`config.mk`:
```
export PLATFORM = sky130hd
export DESIGN_NAME = led_pattern_ctrl
export DESIGN_NICKNAME = d
export VERILOG_FILES = /design/src/rtl/led_pkg.sv /design/src/rtl/led_prescaler.sv /design/src/rtl/led_pattern_ctrl.sv
export SDC_FILE = /design/constraint.sdc
export NUM_CORES = 1
export LEC_CHECK = 0
export BUFFER_PORTS_ARGS = -buffer_cell sky130_fd_sc_hd__buf_2
export CAP_MARGIN = 20
export CORE_ASPECT_RATIO = 0.9
export CORE_MARGIN = 2
export CORE_UTILIZATION = 35
export CTS_CLUSTER_SIZE = 24
export DETAILED_ROUTE_END_ITERATION = 8
export PLACE_DENSITY = 0.58
export REMOVE_ABC_BUFFERS = 1
export SLEW_MARGIN = 25
export SYNTH_ARGS = -nofsm -noshare
export SYNTH_HDL_FRONTEND = slang
export SYNTH_HIERARCHICAL = 1
export SYNTH_SLANG_ARGS = --single-unit
```
`constraint.sdc`:
```
create_clock -name clk -period 13.8 [get_ports clk]
set_clock_uncertainty 0.05 [all_clocks]
set_input_delay 0.69 -clock clk [delete_from_list [all_inputs] [get_ports clk]]
set_output_delay 0.69 -clock clk [all_outputs]
set_load 0.1 [all_outputs]
```
`src/rtl/led_pkg.sv`:
```
// Shared types and constants for the LED pattern sequencer.
package led_pkg;

    localparam int LED_W     = 16;
    localparam int LED_DIV_W = 24;

    typedef enum logic [1:0] {
        MODE_OFF   = 2'd0,
        MODE_RUN   = 2'd1,
        MODE_BLINK = 2'd2,
        MODE_HOLD  = 2'd3
    } mode_e;

    typedef enum logic [2:0] {
        ST_IDLE  = 3'd0,
        ST_LOAD  = 3'd1,
        ST_RUN   = 3'd2,
        ST_BLINK = 3'd3,
        ST_HOLD  = 3'd4
    } state_e;

    // States in which the prescaler advances the pattern.
    function automatic logic is_ticking(input state_e st);
        return (st == ST_RUN) || (st == ST_BLINK);
    endfunction

endpackage

```
`src/rtl/led_prescaler.sv`:
```
// Tick prescaler: counts 0..div_eff-1 with a zero divider clamped to one.
// The tick register is high exactly while the counter sits on its last value.
module led_prescaler #(
    parameter int DIV_W = 24
) (
    input  logic             clk,
    input  logic             rst,
    input  logic             en,
    input  logic             clr,
    input  logic [DIV_W-1:0] div,
    output logic             tick
);

    localparam logic [DIV_W-1:0] ONE = {{(DIV_W-1){1'b0}}, 1'b1};

    logic [DIV_W-1:0] div_eff_s;
    logic [DIV_W-1:0] last_s;
    logic [DIV_W-1:0] cnt_nxt_s;
    logic [DIV_W-1:0] cnt_r;
    logic             tick_r;

    // Next counter value; en/clr describe the cycle being entered.
    always_comb begin
        div_eff_s = (div == '0) ? ONE : div;
        last_s    = div_eff_s - ONE;
        if (!en || clr) begin
            cnt_nxt_s = '0;
        end else if (cnt_r == last_s) begin
            cnt_nxt_s = '0;
        end else begin
            cnt_nxt_s = cnt_r + ONE;
        end
    end

    // Counter and tick registers, tick precomputed from the next count.
    always_ff @(posedge clk or posedge rst) begin
        if (rst) begin
            cnt_r  <= '0;
            tick_r <= 1'b0;
        end else begin
            cnt_r  <= cnt_nxt_s;
            tick_r <= en && (cnt_nxt_s == last_s);
        end
    end

    assign tick = tick_r;

endmodule

```
`src/rtl/led_pattern_ctrl.sv`:
```
// LED bank sequencer: command handshake, mode FSM and the run/blink/hold
// pattern datapath driving the LED vector.
module led_pattern_ctrl
    import led_pkg::*;
#(
    parameter int               WIDTH       = LED_W,
    parameter int               DIV_W       = LED_DIV_W,
    parameter logic [DIV_W-1:0] DEFAULT_DIV = 24'd5000000
) (
    input  logic             clk,
    input  logic             rst,
    input  logic             cfg_valid,
    output logic             cfg_ready,
    input  logic [1:0]       cfg_mode,
    input  logic [DIV_W-1:0] cfg_div,
    input  logic [WIDTH-1:0] cfg_pattern,
    output logic [WIDTH-1:0] led,
    output logic             tick,
    output logic             busy
);

    localparam logic [WIDTH-1:0] LED_ONE = {{(WIDTH-1){1'b0}}, 1'b1};

    state_e           state_r, next_state_s;
    mode_e            mode_r;
    logic [DIV_W-1:0] div_r;
    logic [WIDTH-1:0] pat_r;
    logic [WIDTH-1:0] led_r;
    logic             phase_r;
    logic             tick_s;
    logic             ready_s;
    logic             busy_s;
    logic             accept_s;

    assign accept_s = cfg_valid && ready_s;

    // State register.
    always_ff @(posedge clk or posedge rst) begin
        if (rst) begin
            state_r <= ST_IDLE;
        end else begin
            state_r <= next_state_s;
        end
    end

    // Next state: any accept goes through LOAD, LOAD dispatches on the mode.
    always_comb begin
        next_state_s = state_r;
        if (accept_s) begin
            next_state_s = ST_LOAD;
        end else begin
            case (state_r)
                ST_LOAD: begin
                    case (mode_r)
                        MODE_OFF:   next_state_s = ST_IDLE;
                        MODE_RUN:   next_state_s = ST_RUN;
                        MODE_BLINK: next_state_s = ST_BLINK;
                        MODE_HOLD:  next_state_s = ST_HOLD;
                        default:    next_state_s = ST_IDLE;
                    endcase
                end
                default: next_state_s = state_r;
            endcase
        end
    end

    // Handshake and status decode.
    always_comb begin
        ready_s = (state_r != ST_LOAD);
        busy_s  = (state_r != ST_IDLE);
    end

    assign cfg_ready = ready_s;
    assign busy      = busy_s;

    // Command capture on the accept edge.
    always_ff @(posedge clk or posedge rst) begin
        if (rst) begin
            mode_r <= MODE_OFF;
            div_r  <= DEFAULT_DIV;
            pat_r  <= '0;
        end else if (accept_s) begin
            mode_r <= mode_e'(cfg_mode);
            div_r  <= cfg_div;
            pat_r  <= cfg_pattern;
        end
    end

    // The counter restarts whenever a running state is entered from LOAD.
    led_prescaler #(.DIV_W(DIV_W)) u_prescaler (
        .clk  (clk),
        .rst  (rst),
        .en   (is_ticking(next_state_s)),
        .clr  (!is_ticking(state_r)),
        .div  (div_r),
        .tick (tick_s)
    );

    // LED drive: LOAD seeds the pattern, ticks rotate or toggle it.
    always_ff @(posedge clk or posedge rst) begin
        if (rst) begin
            led_r   <= '0;
            phase_r <= 1'b0;
        end else begin
            case (state_r)
                ST_LOAD: begin
                    phase_r <= (mode_r == MODE_BLINK);
                    case (mode_r)
                        MODE_RUN:   led_r <= (pat_r == '0) ? LED_ONE : pat_r;
                        MODE_BLINK: led_r <= pat_r;
                        MODE_HOLD:  led_r <= pat_r;
                        default:    led_r <= '0;
                    endcase
                end
                ST_RUN: begin
                    if (tick_s) begin
                        led_r <= {led_r[WIDTH-2:0], led_r[WIDTH-1]};
                    end
                end
                ST_BLINK: begin
                    if (tick_s) begin
                        led_r   <= phase_r ? '0 : pat_r;
                        phase_r <= ~phase_r;
                    end
                end
                ST_HOLD: led_r <= led_r;
                default: led_r <= '0;
            endcase
        end
    end

    assign led  = led_r;
    assign tick = tick_s;

endmodule
```
==> results of run 1 <==
==> report_power, final <==
| group | internal, W | total [W] | switching, W | leakage [nW] |
|---|---|---|---|---|
| Combinational | 0.000262 | 0.000756 | 0.000493 | 1.39 |
| Sequential | 0.000353 | 0.000529 | 0.000175 | 1.10 |
| Clock | 0.000126 | 0.000240 | 0.000114 | 0.141 |
| Total | 0.000741 | 0.00152 | 0.000783 | 2.63 |
==> flip-flops by register name, indices dropped and copies added (netlist names) <==
signal             flops
div_r                 24
u_prescaler/cnt_r     24
led                   16
pat_r                 16
state_r                3
mode_r                 2
phase_r                1
u_prescaler/tick       1
==> synth_stat cells, types with 3 or more instances <==
cell type,instances
o221ai_1,3
or3_1,10
and3_1,5
nor3_1,23
nor4_1,14
clkbuf_1,14
a211oi_1,3
nor3b_4,3
dfrtp_1,79
o22ai_1,7
or2_2,5
o21a_1,3
nor4_4,6
buf_2,11
or4_4,3
ha_1,7
nand2_1,51
o21ai_0,21
nand3_1,17
mux2i_1,5
o2111ai_1,3
xnor2_1,29
xor2_1,26
a22oi_1,15
nand2b_1,5
a21oi_1,20
and4_1,7
nand4_1,23
dfstp_2,8
a31oi_1,4
mux2_2,44
o21ai_1,9
buf_6,13
nor2_1,46
or4_1,6
nor2b_1,16
inv_1,19
==> metrics by stage <==
step | worst slack, ps | cell area [um^2] | util, % | instances
6_report | 8390 | 6800 | 39.9 | 920
5_1_grt | 8000 | 6800 | 39.9 | 920
4_1_cts | 8410 | 6800 | 39.9 | 920
3_5_place_dp | 8410 | 6510 | 38.1 | 904
3_3_place_gp | 8580 | 6510 | 38.1 | 904
2_1_floorplan | 8810 | 5880 | - | 603
==> layout make-up <==
class                      instances  area share (%)
inverter                          20            1.10
tap                              235            4.32
clock inverter                     7           0.975
sequential                        87            32.1
multi-input combinational        496            53.2
timing repair buffer              66            4.97
clock buffer                       9            3.31
==> per-layer routing <==
metal	track usage, %	share of wire, %
met5	0	0
met4	7.04	3.4
met3	4.95	7.7
met2	31.1	45
met1	26.2	44
==> worst max-delay path by stage <==
stage | start | endpoint | slack [ps] | cells past startpoint
after floorplan | div_r[11] | u_prescaler/tick | 8810 | 16
after global placement | div_r[3] | u_prescaler/tick | 8580 | 17
after detailed placement | div_r[3] | u_prescaler/tick | 8410 | 17
after CTS | div_r[3] | u_prescaler/tick | 8410 | 17
after global routing | div_r[3] | u_prescaler/tick | 8000 | 17
final | div_r[3] | u_prescaler/tick | 8390 | 17
==> cells in the final DEF (no fill, tap or decap), types with 4 or more instances in the layout <==
cell	netlist	layout
a22oi_1	15	15
inv_1	19	17
mux2i_1	5	5
nor2b_1	16	16
and3_1	5	5
and4_1	7	7
a31oi_1	4	4
o21ai_0	21	21
or2_2	5	5
ha_1	7	7
or3_1	10	10
nand4_1	23	23
buf_2	11	63
nand2b_1	5	5
o21ai_1	9	9
a21oi_1	20	20
dfrtp_1	79	79
nor3_1	23	23
o22ai_1	7	7
xor2_1	26	26
dfstp_2	8	8
mux2_2	44	44
xnor2_1	29	29
nor2_1	46	46
clkbuf_16	0	9
nor4_4	6	6
nand2_1	51	51
or4_1	6	6
nor4_1	14	14
nand3_1	17	17
==> logic make-up after synthesis <==
| logic type | after synthesis |
|---|---|
| and+or+nand+nor | 260 |
| AOI/OAI and AO/OA | 124 |
| DFF | 87 |
| buffers and inverters | 61 |
| xor gates and xnor gates | 56 |
| muxes | 49 |
| adders and majority gates | 7 |
==> critical path, stage by stage, from the launching register on <==
cell	delay, ps
dfrtp_1	650
or3_1	350
nor4_4	110
a21o_1	210
inv_1	110
ha_1	370
or4b_1	700
or4_1	540
xnor2_1	160
nor2_1	130
nand4_1	100
or4_4	570
o31ai_4	170
buf_4	350
nor2_1	130
xnor2_1	180
o2111ai_1	160
nor4_1	260
==> impl_metrics.tcl, run 1 <==
set metrics [dict create \
    cts_max_level 3 \
    syn2layout_area_growth_pct 10.7 \
    worst-setup-path-type "reg -> reg" \
    post_cts_buffers 0 \
    cp-end-kind "flop" \
    row_count 45 \
    antenna_found_initial 0 \
    min_period_ps 5410 \
    setup_viol 0 \
    synthArstFlopShare_pct 100 \
    first_pass_iters 5 \
    cts_tree "done" \
    rr_endpoint "u_prescaler/tick" \
    wire_per_inst_um 19.4 \
    synth_largest_area_cell "dfrtp_1" \
    register_area_um2 2190 \
    max_slew.worst_pin.slew_ps 876 \
    clkLatencyLatePin_ps 350 \
    cts_repair_resize_count 0 \
    synth_top_family_by_area "simple AND/OR/NAND/NOR gates" \
    synth_xor_xnor_area_share_pct 8.20 \
    arrival_ps 5620 \
    synth_top_area_share_pct 32.2 \
    grt.total_usage_pct 19.7 \
    clockBufferDepth 2 \
    ys_types 84 \
    holdBufCountCts 0 \
    yosysWarnings 6 \
    place_hpwl_um 13600 \
    synth_area_leaders "dfrtp_1, mux2_2, xnor2_1" \
    cp.required_ps 14010 \
    worstRegToRegCells 17 \
    viasPerCell 5.77 \
    fill_cells 1693 \
    die_h_um 130 \
    slew_headroom_pct 41.2 \
    critPathMaxFanout 32 \
    gp_congestion 0.958 \
    place.port_buffers 63 \
    core-area_um2 17100 \
    outcome "complete, no violations" \
    nets 732 \
    antenna_left 0 \
    ir_drop_uv 168 \
    cts.sinks 87 \
    grt_pass1_wl_um 28300 \
    cap_violations 0 \
    synth_ff_type "dfrtp_1" \
    synth_area_um2 6150 \
    avgSynthCellArea_um2 9.55 \
    power_w 0.00152 \
    cts_buffers 9 \
    synth_simple_gate_area_share_pct 25.6 \
    grt_remaining_overflow 0 \
    drt_iter0_drc 407 \
    synth_seq_area_share_pct 35.6 \
    synth_edf_count 0 \
    remaining_drc_errors 0 \
    timing.final.crit_share_pct 39.2 \
    hold_ws_ps 354 \
    final.setup.tns_ps 0 \
    via_count 5304 \
    start_util_pct 36.0 \
    rrSetupSlack_ps 8390 \
    grt_max_degree 63 \
    die-area_um2 18600 \
    hold_viol 0 \
    drt_wl_total_um 17900 \
    pin_count 64 \
    drive_gt1_share_pct 25.0 \
    clk_pin_slew_worst_paths_ps 70 \
    leakage_nw 2.63 \
    multi_input_area_um2 3620 \
    insertedDiodeCount 0 \
    synthAdderAreaFrac_pct 1.42 \
    synth-seq-cells 87 \
    die_w_um 144 \
    muxShareOfSynthArea_pct 8.87 \
    critPathLaunchType "flop" \
    hold_class "in -> async" \
    reg2reg_from "div_r[3]" \
    powerDensity_nw_per_um2 224 \
    clock.fmax_mhz 185 \
    rsz0062_at_grt "no" \
    cts-root-buf "clkbuf_16" \
    slew_viol_final 0 \
    grt_pass1_vias 5150 \
    synth_compound_area_share_pct 14.7 \
    syn-instance-count 644 \
]
No activity file was read; power rests on OpenSTA's default activity.
==> run 2: changes to the inputs <==
clock period = 5.3 ns   (was 13.8 ns; I/O delays follow)
==> impl_metrics.tcl, run 2 (synthesis gave the netlist of run 1 again) <==
set metrics [dict create \
    slew_headroom_pct 44.3 \
    clkLatencyLatePin_ps 360 \
    setup_viol 0 \
    hold_viol 0 \
    core-area_um2 17100 \
    start_util_pct 36.0 \
    antenna_found_initial 0 \
    rrSetupSlack_ps 130 \
    cts.sinks 87 \
    final.setup.tns_ps 0 \
    clk_pin_slew_worst_paths_ps 70 \
    critPathLaunchType "flop" \
    cp-end-kind "flop" \
    reg2reg_from "div_r[17]" \
    drt_iter0_drc 497 \
    die_w_um 144 \
    drt_wl_total_um 18100 \
    viasPerCell 5.76 \
    pin_count 64 \
    leakage_nw 2.72 \
    die-area_um2 18600 \
    max_slew.worst_pin.slew_ps 828 \
    powerDensity_nw_per_um2 595 \
    grtUsageMet1_pct 28.4 \
    grt_pass1_vias 5216 \
    cp.required_ps 5510 \
    busiest_layer "met2" \
    arrival_ps 5380 \
    hold_class "in -> reg" \
    min_period_ps 5170 \
    outcome "complete, no violations" \
    worstRegToRegCells 17 \
    stdcell_count 936 \
    place_area_um2 6620 \
    cap_violations 0 \
    cts_buffers 9 \
    final_cell_mix "dfrtp_1, buf_2, nand2_1, nor2_1, mux2_2" \
    grt.met2_usage_pct 31.1 \
    cts_max_level 3 \
    remaining_drc_errors 0 \
    cts-root-buf "clkbuf_16" \
    critPathMaxFanout 14 \
    worstHoldStart "cfg_div[13]" \
    holdBufCountCts 1 \
    rr_endpoint "u_prescaler/tick" \
    grt_max_degree 59 \
    hold_path_end "div_r[13]" \
    startpoint "div_r[17]" \
    slew_viol_final 0 \
    fill_cells 1734 \
    grt_remaining_overflow 0 \
    wire_per_inst_um 19.3 \
    syn2layout_area_growth_pct 13.1 \
    cts_repair_resize_count 0 \
    nets 748 \
    mostFrequentLayoutCell "dfrtp_1" \
    dp.cells 919 \
    ir_drop_uv 547 \
    top_regs "div_r: 24 flops, u_prescaler/cnt_r: 24 flops" \
    clock.fmax_mhz 194 \
    row_count 45 \
    place_hpwl_um 13700 \
    drive_gt1_share_pct 26.5 \
    insertedDiodeCount 0 \
    first_pass_iters 5 \
    place.port_buffers 63 \
    worst-setup-path-type "reg -> reg" \
    gp_congestion 1.04 \
    rsz0062_at_grt "no" \
    via_count 5396 \
    timing.final.crit_share_pct 97.5 \
    antenna_left 0 \
    cts_tree "done" \
    min_path_cells 2 \
    clockBufferDepth 2 \
    grt.total_usage_pct 20.2 \
    grt_pass1_wl_um 28800 \
    post_cts_buffers 0 \
    stdcell_area_um2 6960 \
    die_h_um 130 \
    use_met3_pct 4.07 \
]
run 2: cell count changes in the layout (fill, tap and decap cells not counted):
cell,previous run,this run
dlygate4sd3_1,0,1
inv_6,2,3
bufinv_16,0,1
buf_4,3,18
clkinv_4,1,0
inv_8,1,2
clkinvlp_4,1,0
clkinv_2,1,0
run 2: area by class of cell:
| class | instances | area (um^2) | area share, % |
|---|---|---|---|
| Clock buffer | 9 | 225 | 3.24 |
| Clock inverter | 7 | 95.1 | 1.37 |
| Inverter | 20 | 75.1 | 1.08 |
| Multi-Input combinational cell | 496 | 3620 | 52.0 |
| Sequential cell | 87 | 2190 | 31.4 |
| Tap cell | 235 | 294 | 4.23 |
| Timing Repair Buffer | 82 | 460 | 6.62 |
run 2: metrics by stage:
| step | hold WS, ps | utilization (%) | total power, W | worst slack [ps] |
|---|---|---|---|---|
| after floorplan | 242 | - | 0.00280 | 305 |
| after global placement | 116 | 38.8 | 0.00340 | 353 |
| after detailed placement | 117 | 38.8 | 0.00342 | 243 |
| after CTS | 71.8 | 40.7 | 0.00414 | 219 |
| after global routing | 74.7 | 40.8 | 0.00438 | 20.5 |
| final | 85.0 | 40.8 | 0.00414 | 132 |
run 2: report_power, final:
group / leakage (nW) / switching (W) / internal (W)
combinational: 1.46 / 0.00148 / 0.000757
sequential: 1.10 / 0.000285 / 0.000920
clock: 0.158 / 0.000312 / 0.000381
total: 2.72 / 0.00208 / 0.00206
run 2: critical path, cell delays in order, from the launching register on:
cell	delay, ps
dfrtp_1	480
or4_4	550
nor4_4	420
a21o_1	240
inv_1	90
ha_1	360
xnor2_1	150
a221oi_1	260
nand3_1	130
a311oi_1	400
nand4_1	160
or4_4	580
o31ai_4	290
buf_4	260
nor2_1	90
xor2_1	170
nand4_1	150
nor4_1	230
run 2: layer usage:
layer / up-vias / part of all wire (%)
li1: 2472 / -
met1: 2643 / 45
met2: 244 / 45
met3: 37 / 7.6
met4: 0 / 2.5
met5: - / 0
run 2: worst max path at each step:
stage | end | slack [ps] | cells past startpoint
after global routing | u_prescaler/tick | 20 | 17
final | u_prescaler/tick | 130 | 17
after floorplan | u_prescaler/tick | 310 | 16
after global placement | u_prescaler/tick | 350 | 17
after CTS | u_prescaler/tick | 220 | 17
after detailed placement | u_prescaler/tick | 240 | 17
